$ cat src/rtl/msrv32_alu_arbiter.sv
// Two-requester round-robin front end for a single shared msrv32_alu.
// Each accepted operation runs IDLE -> EXEC -> RESP and is held in RESP until its owner takes the result.
module msrv32_alu_arbiter #(
  parameter logic RR_INIT = 1'b0
) (
  input  logic        ms_riscv32_mp_clk_in,
  input  logic        ms_riscv32_mp_rst_in,
  input  logic        req_valid_0_in,
  input  logic        req_valid_1_in,
  output logic        req_ready_0_out,
  output logic        req_ready_1_out,
  input  logic [31:0] op_1_0_in,
  input  logic [31:0] op_2_0_in,
  input  logic [3:0]  opcode_0_in,
  input  logic [31:0] op_1_1_in,
  input  logic [31:0] op_2_1_in,
  input  logic [3:0]  opcode_1_in,
  output logic        rsp_valid_0_out,
  output logic        rsp_valid_1_out,
  input  logic        rsp_ready_0_in,
  input  logic        rsp_ready_1_in,
  output logic [31:0] result_0_out,
  output logic [31:0] result_1_out,
  output logic [31:0] alu_op_1_out,
  output logic [31:0] alu_op_2_out,
  output logic [3:0]  alu_opcode_out,
  input  logic [31:0] alu_result_in,
  output logic        busy_out
);

  typedef enum logic [1:0] {IDLE, EXEC, RESP} state_t;

  state_t      state, state_nxt;
  logic        prio;
  logic        owner;
  logic [31:0] op_1_q;
  logic [31:0] op_2_q;
  logic [3:0]  opcode_q;
  logic [31:0] result_q;
  logic        grant_0, grant_1;
  logic        accept;
  logic        rsp_taken;

  // Grants are gated by reset so no ready escapes while the block is held in reset.
  always_comb begin
    grant_0 = 1'b0;
    grant_1 = 1'b0;
    if (state == IDLE && !ms_riscv32_mp_rst_in) begin
      grant_0 = req_valid_0_in && (prio == 1'b0 || !req_valid_1_in);
      grant_1 = req_valid_1_in && (prio == 1'b1 || !req_valid_0_in);
    end
  end

  assign accept          = grant_0 || grant_1;
  assign req_ready_0_out = grant_0;
  assign req_ready_1_out = grant_1;
  assign rsp_taken       = owner ? rsp_ready_1_in : rsp_ready_0_in;

  always_comb begin
    state_nxt = state;
    case (state)
      IDLE:    if (accept) state_nxt = EXEC;
      EXEC:    state_nxt = RESP;
      RESP:    if (rsp_taken) state_nxt = IDLE;
      default: state_nxt = IDLE;
    endcase
  end

  always_ff @(posedge ms_riscv32_mp_clk_in or posedge ms_riscv32_mp_rst_in) begin
    if (ms_riscv32_mp_rst_in) begin
      state    <= IDLE;
      prio     <= RR_INIT;
      owner    <= 1'b0;
      op_1_q   <= '0;
      op_2_q   <= '0;
      opcode_q <= '0;
      result_q <= '0;
    end else begin
      state <= state_nxt;
      if (accept) begin
        owner    <= grant_1;
        prio     <= ~grant_1;
        op_1_q   <= grant_1 ? op_1_1_in   : op_1_0_in;
        op_2_q   <= grant_1 ? op_2_1_in   : op_2_0_in;
        opcode_q <= grant_1 ? opcode_1_in : opcode_0_in;
      end
      if (state == EXEC) result_q <= alu_result_in;
    end
  end

  // The shared ALU only sees operands while this block owns it.
  always_comb begin
    alu_op_1_out   = '0;
    alu_op_2_out   = '0;
    alu_opcode_out = '0;
    if (state == EXEC) begin
      alu_op_1_out   = op_1_q;
      alu_op_2_out   = op_2_q;
      alu_opcode_out = opcode_q;
    end
  end

  assign rsp_valid_0_out = (state == RESP) && (owner == 1'b0);
  assign rsp_valid_1_out = (state == RESP) && (owner == 1'b1);
  assign result_0_out    = rsp_valid_0_out ? result_q : '0;
  assign result_1_out    = rsp_valid_1_out ? result_q : '0;
  assign busy_out        = (state != IDLE);

endmodule

$ cat config.mk
export PLATFORM = sky130hd
export DESIGN_NAME = msrv32_alu_arbiter
export DESIGN_NICKNAME = d
export VERILOG_FILES = /design/src/rtl/msrv32_alu_arbiter.sv
export SDC_FILE = /design/constraint.sdc
export NUM_CORES = 1
export LEC_CHECK = 0
export CORE_ASPECT_RATIO = 0.7
export CORE_MARGIN = 2
export CORE_UTILIZATION = 35
export DETAILED_ROUTE_END_ITERATION = 12
export HOLD_SLACK_MARGIN = 0.15
export PLACE_DENSITY = 0.78
export SKIP_CTS_REPAIR_TIMING = 1
export SLEW_MARGIN = 40
export SYNTH_ARGS = -nofsm -noshare
export SYNTH_HDL_FRONTEND = slang
export SYNTH_SLANG_ARGS = --single-unit
export TNS_END_PERCENT = 5
$ cat constraint.sdc
create_clock -name ms_riscv32_mp_clk_in -period 3.2 [get_ports ms_riscv32_mp_clk_in]
set_input_delay 0.32 -clock ms_riscv32_mp_clk_in [delete_from_list [all_inputs] [get_ports ms_riscv32_mp_clk_in]]
set_output_delay 0.32 -clock ms_riscv32_mp_clk_in [all_outputs]
set_load 0.02 [all_outputs]
==> impl_metrics.yaml <==
critical_path:
  cp_slowest_stage_delay_ps: 640
  timing.critical_path.mode_cell: "clkdlybuf4s50_1"
  cp_slowest_cell: "clkdlybuf4s50_1"
  rrSetupSlack_ps: 930
  cp_max_fo: 21
  critPathLaunchType: "primary input"
  cp.arrival_ps: 2450
  r2r_cells: 5
  crit_chain: "clkdlybuf4s50_1 > or3_1 > or3_4 > clkinv_2 > clkdlybuf4s50_1"
  r2r-end: "op_1_q[9]"
  required_ps: 2880
  setup.worst_path.class: "in -> out"
  endpoint_kind: "output pin"
  rr_startpoint: "state[1]"
outcome:
  status: "finished clean"
synth:
  ys_ff_latch: 104
  synth_edf_count: 0
  ys.flop_type: "dfrtp_1"
  syn_inst: 513
  synth_area_per_cell_sq_um: 10.5
  synth-seq-area-share_pct: 48.3
  synthDistinctLibCells: 29
  syn-num-nets: 687
  ys_top_cells_by_area: "dfrtp_1 48%, and2_1 15%, a221o_1 9.3%"
  yosys_warnings: 0
  netlist_area_sq_mm: 0.00539
  yosysMostFrequentCell: "and2_1"
  yosys.area.top_type: "dfrtp_1"
  synth_common_cells: "132 x and2_1, 104 x dfrtp_1, 50 x a221o_1, 50 x and3_1, 34 x clkbuf_1"
  synth_top_area_share_pct: 48.3
  synthArstFlopShare_pct: 100
place:
  dp_hpwl_mm: 13.2
  gp_congestion: 0.812
  io_buffers: 310
  pre_cts_slack_ps: 409
  dpl-instance-area_sq_mm: 0.00866
  place_inst: 980
routing:
  ant_nets: 0
  dr.pass1.iters: 4
  drt_wl_total_mm: 18.3
  wl_per_cell_microns: 18.4
  drc: 0
  num_vias: 5173
  drt_iter0_markers: 307
  routed_via_density: 5.19
finish:
  final_area_sq_mm: 0.00893
  layout-drive-gt1-share_pct: 5.12
  diodes: 0
  n_fill_cell: 1212
  fin_nets: 970
  syn_to_final_growth_pct: 65.6
  fin_cells: 996
cts:
  clkSinkCount: 104
  cts.htree.levels: 3
  tritoncts: "done"
  cts_root_buf: "clkbuf_16"
  cts_made_buffers: 9
  clockBufferDepth: 2
  clock_latency_ps: 340
  clkSlewWorstSetupHoldPaths_ps: 70
grt:
  grt_busiest_layer: "met2"
  grtUsageMet1_pct: 28.4
  grt_util_all_layers_pct: 21.7
  overflow: 0
  grt_max_degree: 102
  grt_util_met3_pct: 5.76
  use_met2_pct: 36.4
  grt_pass1_wl_mm: 28.3
  grt_pass1_vias: 5193
  antenna_found_initial: 0
floorplanning:
  die_area_sq_mm: 0.0164
  ios: 311
  coreArea_sq_mm: 0.0149
  rows: 37
  dieHeight_microns: 108
  initial_core_util_pct: 36.3
  die_w_microns: 152
power:
  p_per_area_mw_per_mm2: 714
  ir_worst_vdd_uv: 287
  p_leak_uw: 0.00373
sta:
  worst_pin_slew_ps: 607
  finalCriticalPeriod_ps: 2770
  setup_ws_ps: 425
  slew_viol_final: 0
  hold_viol: 0
  setup_viol: 0
  setup_tns_ps: 0
  skew_ps: 7.25
  fin_crit_sh_pct: 86.7
  achievable-frequency_mhz: 360
  max_slew_margin_pct: 59.5
  rsz0062_at_grt: "false"
job:
  maxCapViolations: 0
hold_path:
  worstHoldPathType: "in -> async"
[flip-flops by register name, indices dropped and copies added, names as in the netlist]
signal    cells
state         2
prio          1
owner         1
result_q     32
op_1_q       32
op_2_q       32
opcode_q      4
[report_power, final]
| part | internal, uW | leakage (uW) | switching, uW |
|---|---|---|---|
| Clock | 531 | 0.000129 | 493 |
| Combinational | 1520 | 0.00235 | 1430 |
| Sequential | 1990 | 0.00125 | 411 |
| Total | 4040 | 0.00373 | 2330 |
[placed cells by master, fill, tap and decap left out, types with 2 or more instances in the layout]
master,count
a221o_1,50
a31oi_1,18
and2_1,132
and3_1,50
buf_12,2
buf_4,11
clkbuf_16,9
clkdlybuf4s50_1,310
clkinv_2,3
clkinvlp_4,2
dfrtp_1,104
inv_1,2
inv_6,2
mux2_1,31
mux2_2,2
nand3_1,18
nor2_1,2
nor4_1,18
o21ai_0,18
[worst max-delay path, delay by kind of cell]
kind | cells | cell delay, ps
buf+inv | 3 | 1240
simple gates | 2 | 890
[area by class of cell]
cell class / count / area (sq um) / area share, %
Timing Repair Buffer: 323 / 3230 / 36.1
Sequential cell: 104 / 2600 / 29.2
Multi-Input combinational cell: 353 / 2560 / 28.7
Tap cell: 195 / 244 / 2.73
Clock buffer: 10 / 229 / 2.56
Clock inverter: 6 / 42.5 / 0.477
Inverter: 5 / 22.5 / 0.252
[routing by layer]
layer	wire length, microns	vias to the layer above
met5	0	-
met4	150	0
met3	1320	10
met2	9100	244
met1	7730	2505
li1	-	2414
[stage by stage]
step           power (uW)  hold WS, ps  utilization, %
4_1_cts              6420          462            60.1
5_1_grt              6750          483            60.1
6_report             6370          453            60.1
3_5_place_dp         5380          486            58.2
2_1_floorplan        4020          455               -
3_3_place_gp         5260          478            58.2
[how the worst max path moves through the flow]
stage                               startpoint               to  slack, ps  depth (start not counted)
after global placement    ms_riscv32_mp_rst_in  req_ready_1_out        420                          5
after detailed placement  ms_riscv32_mp_rst_in  req_ready_1_out        410                          5
final                     ms_riscv32_mp_rst_in  req_ready_1_out        430                          5
after floorplan           ms_riscv32_mp_rst_in        op_1_q[0]        150                          1
after CTS                             state[1]  req_ready_1_out        400                          4
after global routing                  state[0]  req_ready_1_out        350                          4
[kinds of logic (layout without fill, tap and decap cells)]
kind of cell | Yosys count | after routing | share of synthesized area, %
flip-flops | 104 | 104 | 48.3
AND/OR/NAND/NOR | 228 | 228 | 26.1
AO/OA/AOI/OAI | 92 | 92 | 13.8
multiplexers | 33 | 33 | 6.89
buffers and inverters | 56 | 344 | 4.94
(Power assumes the default switching activity.)
